`src/rtl/countdown_core_pkg.sv`:
```
// Shared types and constants for the MM:SS countdown: FSM states and the
// four-digit BCD time value.
package countdown_core_pkg;

  localparam int DIGIT_W = 4;
  localparam logic [DIGIT_W-1:0] SEC_TENS_WRAP = 4'd5;
  localparam logic [DIGIT_W-1:0] ONES_WRAP     = 4'd9;

  typedef enum logic [1:0] {
    ST_IDLE,
    ST_RUN,
    ST_PAUSE,
    ST_EXPIRED
  } state_e;

  typedef struct packed {
    logic [DIGIT_W-1:0] min_tens;
    logic [DIGIT_W-1:0] min_ones;
    logic [DIGIT_W-1:0] sec_tens;
    logic [DIGIT_W-1:0] sec_ones;
  } bcd_time_t;

endpackage

```
`src/rtl/countdown_core_tick_sync.sv`:
```
// Brings the slow tick_in square wave into the clk_in domain and flags its
// rising edge for one cycle.
module tick_sync_edge #(
  parameter int SYNC_STAGES = 2
) (
  input  logic clk_in,
  input  logic rst,
  input  logic async_in,
  output logic rise
);

  logic [SYNC_STAGES-1:0] sync_q, sync_d;
  logic                   prev_q, prev_d;

  always_comb begin
    sync_d = {sync_q[SYNC_STAGES-2:0], async_in};
    prev_d = sync_q[SYNC_STAGES-1];
  end

  // NOTE: non-blocking assignments make every stage take its neighbour's old
  // value, so the chain shifts by exactly one flop per clock.
  always_ff @(posedge clk_in) begin
    if (rst) begin
      sync_q <= '0;
      prev_q <= 1'b0;
    end else begin
      sync_q <= sync_d;
      prev_q <= prev_d;
    end
  end

  assign rise = sync_q[SYNC_STAGES-1] & ~prev_q;

endmodule

```
`src/rtl/countdown_core.sv`:
```
// MM:SS BCD countdown driven by the synchronized one-second tick, with
// load/start/pause control and a registered expiry indication.
module countdown_core
  import countdown_core_pkg::*;
#(
  parameter int SYNC_STAGES = 2,
  parameter int MAX_VAL     = 59
) (
  input  logic       clk_in,
  input  logic       rst,
  input  logic       tick_in,
  input  logic       load,
  input  logic [6:0] load_min,
  input  logic [5:0] load_sec,
  input  logic       start,
  input  logic       pause,
  output logic [3:0] min_tens,
  output logic [3:0] min_ones,
  output logic [3:0] sec_tens,
  output logic [3:0] sec_ones,
  output logic       running,
  output logic       expired,
  output logic       done
);

  localparam logic [6:0] MAX_MIN = 7'(MAX_VAL);
  localparam logic [5:0] MAX_SEC = 6'(MAX_VAL);

  state_e    state_q, state_d;
  bcd_time_t cnt_q, cnt_d, cnt_dec;
  logic      running_q, running_d;
  logic      expired_q, expired_d;
  logic      done_q, done_d;
  logic      tick_rise;
  logic [6:0] min_clamp;
  logic [5:0] sec_clamp;

  tick_sync_edge #(.SYNC_STAGES(SYNC_STAGES)) u_tick_sync (
    .clk_in   (clk_in),
    .rst      (rst),
    .async_in (tick_in),
    .rise     (tick_rise)
  );

  // Only valid for 0..59, which the clamp guarantees.
  function automatic logic [7:0] bin_to_bcd(input logic [6:0] v);
    return {4'(v / 7'd10), 4'(v % 7'd10)};
  endfunction

  assign min_clamp = (load_min > MAX_MIN) ? MAX_MIN : load_min;
  assign sec_clamp = (load_sec > MAX_SEC) ? MAX_SEC : load_sec;

  // NOTE: every output of a combinational block gets a default first so no
  // path through the if/else chain can leave it unassigned and infer a latch.
  always_comb begin
    cnt_dec = cnt_q;
    if (cnt_q.sec_ones != '0) begin
      cnt_dec.sec_ones = cnt_q.sec_ones - 4'd1;
    end else begin
      cnt_dec.sec_ones = ONES_WRAP;
      if (cnt_q.sec_tens != '0) begin
        cnt_dec.sec_tens = cnt_q.sec_tens - 4'd1;
      end else begin
        cnt_dec.sec_tens = SEC_TENS_WRAP;
        if (cnt_q.min_ones != '0) begin
          cnt_dec.min_ones = cnt_q.min_ones - 4'd1;
        end else begin
          cnt_dec.min_ones = ONES_WRAP;
          cnt_dec.min_tens = cnt_q.min_tens - 4'd1;
        end
      end
    end
  end

  // Commands are resolved in priority order; a command that does not apply in
  // the current state does not block a tick behind it.
  always_comb begin
    state_d = state_q;
    cnt_d   = cnt_q;
    done_d  = 1'b0;
    if (load) begin
      cnt_d   = {bin_to_bcd(min_clamp), bin_to_bcd({1'b0, sec_clamp})};
      state_d = ST_IDLE;
    end else if (pause && state_q == ST_RUN) begin
      state_d = ST_PAUSE;
    end else if (start && (state_q == ST_IDLE || state_q == ST_PAUSE)) begin
      if (cnt_q != '0) state_d = ST_RUN;
    end else if (tick_rise && state_q == ST_RUN) begin
      if (cnt_q == 16'h0001) begin
        cnt_d   = '0;
        state_d = ST_EXPIRED;
        done_d  = 1'b1;
      end else begin
        cnt_d = cnt_dec;
      end
    end
    running_d = (state_d == ST_RUN);
    expired_d = (state_d == ST_EXPIRED);
  end

  always_ff @(posedge clk_in) begin
    if (rst) begin
      state_q   <= ST_IDLE;
      cnt_q     <= '0;
      running_q <= 1'b0;
      expired_q <= 1'b0;
      done_q    <= 1'b0;
    end else begin
      state_q   <= state_d;
      cnt_q     <= cnt_d;
      running_q <= running_d;
      expired_q <= expired_d;
      done_q    <= done_d;
    end
  end

  assign min_tens = cnt_q.min_tens;
  assign min_ones = cnt_q.min_ones;
  assign sec_tens = cnt_q.sec_tens;
  assign sec_ones = cnt_q.sec_ones;
  assign running  = running_q;
  assign expired  = expired_q;
  assign done     = done_q;

endmodule

```
`config.mk`:
```
export PLATFORM = sky130hd
export DESIGN_NAME = countdown_core
export DESIGN_NICKNAME = d
export VERILOG_FILES = /design/src/rtl/countdown_core_pkg.sv /design/src/rtl/countdown_core_tick_sync.sv /design/src/rtl/countdown_core.sv
export SDC_FILE = /design/constraint.sdc
export NUM_CORES = 1
export LEC_CHECK = 0
export ABC_CLOCK_PERIOD_IN_PS = 8940
export CAP_MARGIN = 15
export CORE_ASPECT_RATIO = 1.5
export CORE_MARGIN = 8
export CORE_UTILIZATION = 57
export DETAILED_ROUTE_END_ITERATION = 8
export GPL_TIMING_DRIVEN = 1
export PLACE_DENSITY_LB_ADDON = 0.25
export SLEW_MARGIN = 5
export SYNTH_ARGS = -nofsm -noshare
export SYNTH_HDL_FRONTEND = slang
export SYNTH_SLANG_ARGS = --single-unit
```
`constraint.sdc`:
```
create_clock -name clk_in -period 8.94 [get_ports clk_in]
set_input_delay 0.894 -clock clk_in [delete_from_list [all_inputs] [get_ports clk_in]]
set_output_delay 0.894 -clock clk_in [all_outputs]
set_load 0.01 [all_outputs]
```
# After elaboration in Yosys (flattened, before gate mapping)
# Cells that the tools add are included.
[word_totals]
register_bits = 24
input_bits = 19
output_inout_bits = 19
wordCells = 68
[classes]
add_sub_neg = 4
div = 4
n_lt_le_gt_ge = 2
n_eq_ne = 10
muxes = 20
n_bitwise = 3
reduce_logical = 15
[op_table]
columns = ["operator", "count"]
rows = [
  ["two-way mux 16 bit", 5],
  ["equality test 16 x 1 -> 1 bit, second input constant", 1],
  ["two-way mux 4 bit", 4],
  ["nonzero test 16 bit", 1],
  ["subtractor 4 x 1 -> 4 bit, second input constant", 4],
  ["two-way mux 12 bit", 1],
  ["two-way mux 2 bit", 6],
  ["nonzero test 4 bit", 3],
  ["inequality test 3 x 2 -> 1 bit, second input constant", 3],
  ["two-way mux 8 bit", 1],
  ["divider 6 x 4 -> 7 bit, second input constant", 1],
  ["divider 7 x 4 -> 7 bit, second input constant", 1],
  ["greater-than comparator 7 x 6 -> 1 bit, second input constant", 1],
  ["remainder unit 6 x 4 -> 7 bit, second input constant", 1],
  ["remainder unit 7 x 4 -> 7 bit, second input constant", 1],
  ["two-way mux 7 bit", 1],
  ["greater-than comparator 6 bit, second input constant", 1],
  ["two-way mux 6 bit", 1],
  ["AND reduction 6 bit", 1],
  ["AND reduction 5 bit", 1],
  ["OR reduction 5 bit", 1],
  ["equality test 2 x 1 -> 1 bit, second input constant", 2],
  ["equality test 2 bit, second input constant", 2],
  ["inequality test 2 bit, second input constant", 2],
  ["other kinds (9)", 12],
]

# Longest topological paths before layout
# Gate-level depths: netlist of the first run.
[logic_depth]
ltp_word = 9
depth_mapped = 15
mapped_depth_nobuf = 13

# Modules after synthesis
# From an unflattened synthesis of the first run, not the netlist that was laid out.
[hier_totals]
cells_unflattened = 277
hier_area_um2 = 2048.2
[by_module_without_submodules]
columns = ["module", "n_inst", "cells_per_inst", "area_per_inst_um2", "seq_area_each_um2"]
rows = [
  ["countdown_core", 1, 270, 1960.6, 420.4],
  ["tick_sync_edge", 1, 7, 87.6, 60.1],
]

# Worst setup path after synthesis of the first run
# OpenSTA, ideal clock, no wires.
[synth_path]
path_kind = "input to register"
from = "input load_min[6]"
to = "register cnt_q, in the netlist min_ones[1]"
setup_time_ps = 120
arrival_time_ps = 3875
t_required_ps = 8820
path_slack_ps = 4945
path_stages = 14
n_path_buf = 2
path_cell_list = "buf_2 or2_2 ha_1 buf_2 o311a_1 or3_4 o311a_1 ha_1 nor2_1 o211ai_1 o31a_1 a32oi_1 nor4_1 o31a_1"
[synth_between]
elab_chain_cells = 4
[synth_rtl]
columns = ["element", "line", "source"]
rows = [
  ["start: declaration", "countdown_core.sv:13", "input logic [6:0] load_min,"],
  ["greater-than comparator 7 x 6 -> 1 bit", "countdown_core.sv:50", "assign min_clamp = (load_min > MAX_MIN) ? MAX_MIN : load_min;"],
  ["two-way mux 7 bit *", "countdown_core.sv:50", ""],
  ["remainder unit 7 x 4 -> 7 bit *", "countdown_core.sv:47", "return {4'(v / 7'd10), 4'(v % 7'd10)};"],
  ["two-way mux 16 bit *", "countdown_core.sv:81", "if (load) begin"],
  ["end signal: assignment", "countdown_core.sv:110", "cnt_q <= cnt_d;"],
  ["end: declaration", "countdown_core.sv:30", "bcd_time_t cnt_q, cnt_d, cnt_dec;"],
]
# Mark *: on every way between the ends. The rest lies on a longest branch, timed or not.
# A chain may end at the register's enable or synchronous reset.

# Worst setup path after layout of the first run
[layout_path]
from = "input load_min[3]"
to = "register cnt_q, in the netlist min_ones[1]"
# Same word-level chain as after synthesis.

==> impl_results.md, run 1 <==
- Post-Syn Area: 0.002039 mm²
- Pin count of the biggest net entering global routing: 21
- Post-CTS setup buffers: 0
- Most used flip-flop cell after synthesis: dfxtp_1
- Syn. warnings: 0
- Placed insts: 326
- Vias in the first global route: 2030
- Hold Vio Cnt, Final: 0
- MaxCap Viol Count: 0
- Clock-pin slew on the worst setup and hold paths: 90 ps
- Area of the multi-input gates: 0.001420 mm²
- Multiplexer share of the synthesized area: 1.472%
- Root Buffer: clkbuf_8
- Least-Margin Pin Slew: 866.0 ps
- H-tree depth: 1
- Async set-reset flop share out of synthesis: 0%
- Post_cts resized: 0
- Seq/Total Area, Yosys: 23.56%
- XOR/XNOR Fraction of Synth Area: 0.4294%
- First-pass GRT wire length: 9128 µm
- Worst EP required: 9110 ps
- Seq cells post-synth: 24
- Clock insertion delay at the later pin of the skew report: 270 ps
- Final Cell Area: 0.002447 mm²
- Area growth, synth to finish: 20.00%
- Die footprint: 0.005788 mm²
- Port Buf Inserts: 37
- Setup ws final: 4559 ps
- GRT overflow: 0
- Filler Cell Count: 289
- Number of synthesized flops with an enable pin: 0
- # nets final: 314
- Core ar.: 0.003416 mm²
- Final min period: 4381 ps
- Fin crit share: 49.01%
- DR vias/cell: 6.552
- Kind of critical path: primary input to flip-flop
- Num Clock Sinks: 24
- ANT cells: 0
- Tot Pwr: 0.3363 mW
- Crit. End Element: flip-flop
- CP Launch Type: primary input
- DP HPWL: 4004 µm
- Setup Total Neg Slack: 0 ps
- # rows: 26
- Worst Skew: 8.438 ps
- Worst VDD drop: 0.1010 mV
- Antenna violations before repair: 0
- Max_slew headroom: 41.74%
- Overall routed net length: 5276 µm
- GP Congestion: 0.8295
- Reg area: 480.5 µm²
- Unrepaired setup endpoints after global routing: false
- TritonCTS clock tree: done
- Placed Area: 0.002376 mm²
- Residual DRC: 0
- CTS Buffer Depth: 2
- GRT Util Overall: 18.88%
- Maximum clock rate: 0.2282 GHz
- Commonest non-fill, non-tap cell in the layout: clkdlybuf4s50_1
- Final antenna-violating net count: 0
- Die Wd: 64.84 µm
- Yosys cell types: 63
- WHS: 452.3 ps
- Initial core utilization: 59.71%
- PD cells: 137.4 mW/mm²
- Simple-gate area share of the yosys netlist: 27.42%
- Worst EP arrival: 4550 ps
- Layout Cells excl Fill: 330
- DP Worst Slack: 4293 ps
- Synth Area per Inst: 7.696 µm²
- Status: finished, final reports clean
- Hold WC Path Type: flip-flop to flip-flop
- WL per Instance: 15.99 µm
- DRT iter0 DRCs: 190
- Syn nets: 290
- Vias: 2162
- I/O pins: 38
- Final core occ: 71.65%
- Cts hold-fix bufs: 0
- Syn Inst Count: 265
- Layout cell share with drive strength beyond 1: 4.861%
- Largest family of logic cells by synthesized area: compound AO/OA/AOI/OAI gates
- P_leak: 0.8947 nW
- Final setup viols: 0
- Die height: 89.26 µm
- Fin. max-slew vios: 0
- Most frequent cells in the layout: clkdlybuf4s50_1 (37), nor2_1 (24), dfxtp_1 (24)
- Max FO, Critical Path: 11
- Post-synthesis compound-gate area fraction: 36.63%
- Area share of fa/ha/maj cells after synthesis: 3.681%
- TritonCTS Buffers: 3
- Drt pass-1 iters: 4
[synthesized netlist by cell type, types with 2 or more instances]
library cell | count | area, µm²
a211o_1 | 2 | 17.52
a41oi_1 | 2 | 17.52
ha_1 | 6 | 75.07
o211ai_1 | 4 | 30.03
nor4b_2 | 2 | 30.03
nor2_1 | 24 | 90.09
nor4b_1 | 2 | 17.52
buf_6 | 2 | 22.52
a41o_1 | 5 | 50.05
a221oi_1 | 3 | 26.28
a31oi_1 | 3 | 18.77
or3_1 | 5 | 31.28
nor3_1 | 8 | 40.04
o311ai_1 | 2 | 17.52
nand2b_1 | 2 | 12.51
o221ai_1 | 3 | 26.28
dfxtp_1 | 24 | 480.5
nor2b_1 | 4 | 25.02
a211oi_1 | 6 | 45.04
mux2i_1 | 3 | 30.03
o311a_1 | 2 | 20.02
o22ai_1 | 2 | 12.51
o31a_1 | 7 | 61.31
a21o_1 | 2 | 15.01
o31ai_1 | 3 | 22.52
nor3b_1 | 3 | 22.52
nand3_1 | 6 | 30.03
clkbuf_1 | 11 | 41.29
inv_1 | 12 | 45.04
o21ai_1 | 3 | 15.01
o2111ai_1 | 2 | 17.52
o21ai_0 | 16 | 80.08
o21a_1 | 8 | 60.06
nand2_1 | 14 | 52.55
or4_1 | 2 | 15.01
a21oi_1 | 14 | 70.07
nand3b_1 | 6 | 45.04
nor4_1 | 7 | 43.79
buf_2 | 6 | 30.03
and3_1 | 4 | 25.02
[where the power goes]
| group | total, mW | switching [mW] | internal (mW) |
|---|---|---|---|
| clock | 0.0951 | 0.0352 | 0.0599 |
| sequential | 0.125 | 0.0107 | 0.115 |
| combinational | 0.116 | 0.0617 | 0.0542 |
[worst paths after layout]
check                   startpoint               endpoint  slack (ps)  cells after the start
max                    load_min[3]            min_ones[1]        4560                     13
min          u_tick_sync.sync_q[0]  u_tick_sync.sync_q[1]         450                      1
max reg2reg            min_ones[0]            sec_tens[2]        6510                      6
min reg2reg  u_tick_sync.sync_q[0]  u_tick_sync.sync_q[1]         450                      1
[layer usage]
layer  global-route usage, %  up-vias  share of wire, %
met5                       0        -                 0
met4                   8.566        0               2.5
met3                   2.886       12               3.9
met2                   35.48       49                52
met1                   20.07     1014                42
li1                        -     1087                 -
[cell type report]
type	instances	share of cell area, %
multi-input combinational	210	58.03
sequential	24	19.63
timing repair buffer	38	15.44
tap	42	2.147
inverter	12	1.840
clock buffer	3	1.687
clock inverter	1	1.227
[cells by family (layout without fill, tap and decap cells)]
group | count (synthesis) | in the layout
buffers and inverters | 31 | 54
xor gates and xnor gates | 1 | 1
muxes | 3 | 3
adders and majority gates | 6 | 6
DFF | 24 | 24
and+or+nand+nor | 98 | 98
AOI/OAI and AO/OA | 102 | 102
[flip-flops by register name, indices dropped and copies added (netlist names)]
signal,count
running,1
min_tens,4
u_tick_sync.prev_q,1
u_tick_sync.sync_q,2
sec_tens,4
sec_ones,4
expired,1
state_q,2
done,1
min_ones,4
[worst max-delay path, cell delays in order]
cell	delay, ps
clkdlybuf4s50_1	570
or2_2	380
ha_1	300
o311a_1	360
or3_4	400
o311a_1	320
ha_1	230
nor2_1	130
o211ai_1	110
o31a_1	120
a32oi_1	350
nor4_1	100
o31a_1	280
Power figures use the tool's default switching activity.
==> run 2: changes to the inputs <==
--- a/config.mk
+++ b/config.mk
@@ -5,11 +5,11 @@
 export SDC_FILE = /design/constraint.sdc
 export NUM_CORES = 1
 export LEC_CHECK = 0
-export ABC_CLOCK_PERIOD_IN_PS = 8940
+export ABC_CLOCK_PERIOD_IN_PS = 3800
 export CAP_MARGIN = 15
 export CORE_ASPECT_RATIO = 1.5
 export CORE_MARGIN = 8
-export CORE_UTILIZATION = 57
+export CORE_UTILIZATION = 48
 export DETAILED_ROUTE_END_ITERATION = 8
 export GPL_TIMING_DRIVEN = 1
 export PLACE_DENSITY_LB_ADDON = 0.25
==> constraint.sdc (replaced) <==
create_clock -name clk_in -period 3.8 [get_ports clk_in]
set_input_delay 0.38 -clock clk_in [delete_from_list [all_inputs] [get_ports clk_in]]
set_output_delay 0.38 -clock clk_in [all_outputs]
set_load 0.01 [all_outputs]
==> run 2 against run 1 <==
  * Sequential cell count unchanged
  * Combinational power rose by 150%
  * Power grew 140%
  * Non-clock buffer count increased by 14
  * Via count grew 2.7%
==> impl_results.md, run 2 (same netlist as run 1, synthesis figures left out) <==
- Commonest non-fill, non-tap cell in the layout: clkdlybuf4s50_1
- Worst EP arrival: 3610 ps
- WHS: 450.8 ps
- CP Launch Type: primary input
- Final Cell Area: 0.002557 mm²
- TritonCTS Buffers: 3
- Hold Vio Cnt, Final: 0
- First-pass GRT wire length: 9473 µm
- Hold path cells: 1
- Initial core utilization: 48.88%
- PD cells: 315.4 mW/mm²
- Logic pwr share: 35.6%
- Clock power frac: 27.8%
- DP Worst Slack: 69.73 ps
- DRT iter0 DRCs: 104
- Antenna violations before repair: 0
- Fin. max-slew vios: 0
- Final antenna-violating net count: 0
- Worst VDD drop: 0.2331 mV
- Vias: 2220
- Residual DRC: 0
- Max FO, Critical Path: 5
- Die footprint: 0.006633 mm²
- Filler Cell Count: 402
- Worst EP required: 3970 ps
- MaxCap Viol Count: 0
- Placed Area: 0.002486 mm²
- Sw Share: 31.88%
- Tot Pwr: 0.8067 mW
- Max_slew headroom: 47.05%
- Vias in the first global route: 2174
- Maximum clock rate: 0.2911 GHz
- Clock insertion delay at the later pin of the skew report: 270 ps
- Unrepaired setup endpoints after global routing: false
- DR vias/cell: 6.379
- Clock-pin slew on the worst setup and hold paths: 90 ps
- Pin count of the biggest net entering global routing: 21
- Placed insts: 344
- # rows: 29
- Die height: 95.83 µm
- Crit. End Element: flip-flop
- Die Wd: 69.22 µm
- Register share of total power: 36.6%
- GRT Util Overall: 16.48%
- P_int: 0.5496 mW
- Worst Skew: 10.88 ps
- Layout cell share with drive strength beyond 1: 9.272%
- Post-CTS setup buffers: 0
- Worst Min Path Start: u_tick_sync.sync_q[0]
- Origin of the critical flop-to-flop path: min_ones[0]
- Final setup viols: 0
- WL per Instance: 15.98 µm
- Setup ws final: 364.8 ps
- R2R depth: 6
- H-tree depth: 1
- TritonCTS clock tree: done
- P_leak: 0.9633 nW
- Root Buffer: clkbuf_8
- Final min period: 3435 ps
- Final core occ: 61.29%
- GRT overflow: 0
- I/O pins: 38
- Kind of critical path: primary input to flip-flop
- Cts hold-fix bufs: 0
- R2R Path End: sec_tens[2]
- Overall routed net length: 5561 µm
- Fin crit share: 90.40%
- Reg2reg setup slack: 1440 ps
- Most frequent cells in the layout: clkdlybuf4s50_1 (37), nor2_1 (24), dfxtp_1 (24)
- Worst Hold Endpoint: u_tick_sync.sync_q[1]
- Status: finished, final reports clean
- Sw Pwr: 0.2571 mW
- GP Congestion: 0.8579
- Least-Margin Pin Slew: 787.0 ps
- Drt pass-1 iters: 4
- Area growth, synth to finish: 25.40%
- DP HPWL: 4391 µm
- CTS Buffer Depth: 2
- # nets final: 328
- ANT cells: 0
- Port Buf Inserts: 37
- Setup Total Neg Slack: 0 ps
- Hold WC Path Type: flip-flop to flip-flop
- Layout Cells excl Fill: 348
- Post_cts resized: 0
- Num Clock Sinks: 24
- Core ar.: 0.004173 mm²
run 2: changes by cell type in the layout (fill, tap and decap cells not counted), sizes merged:
| cell | delta |
|---|---|
| buf | +14 |
run 2: final cells by class:
cell class / instances / area [µm²] / area share (%)
Clock buffer: 3 / 41.29 / 1.614
Clock inverter: 1 / 30.03 / 1.174
Inverter: 12 / 45.04 / 1.761
Multi-Input combinational cell: 210 / 1420 / 55.53
Sequential cell: 24 / 480.5 / 18.79
Tap cell: 46 / 57.56 / 2.250
Timing Repair Buffer: 52 / 483.0 / 18.88
run 2: power groups by stage:
stage	registers, mW	clock network [mW]	logic [mW]
6_report	0.295	0.224	0.288
5_1_grt	0.300	0.238	0.319
4_1_cts	0.295	0.229	0.288
3_5_place_dp	0.301	0	0.287
3_3_place_gp	0.301	0	0.285
2_1_floorplan	0.303	0	0.176
run 2: worst max path at each step:
| stage | startpoint | end | slack (ps) | cells past startpoint |
|---|---|---|---|---|
| final | load_min[6] | min_ones[1] | 360 | 14 |
| after global routing | load_min[6] | min_ones[1] | 160 | 14 |
| after CTS | load_min[6] | min_ones[1] | 360 | 14 |
| after detailed placement | load_min[6] | min_ones[1] | 70 | 14 |
| after global placement | load_min[6] | min_ones[1] | 130 | 14 |
| after floorplan | load_min[6] | min_ones[1] | 320 | 14 |
run 2: per-layer routing:
metal  vias up  share of wire (%)  track usage [%]  routed length (µm)
li1       1109                  -                -                   -
met1      1059                 40            16.17                2237
met2        46                 55            33.85                3073
met3         6                3.2            2.580                 177
met4         0                1.3            5.660                  72
met5         -                  0                0                   0
run 2: critical path: stages:
cell and delay, ps:
clkdlybuf4s50_1 420, or2_2 330, ha_1 220, o311a_1 320, or3_4 400, o311a_1 330, ha_1 200, nor2_1 120
o211ai_1 100, o31a_1 120, a32oi_1 160, buf_4 160, nor4_1 50, o31a_1 280
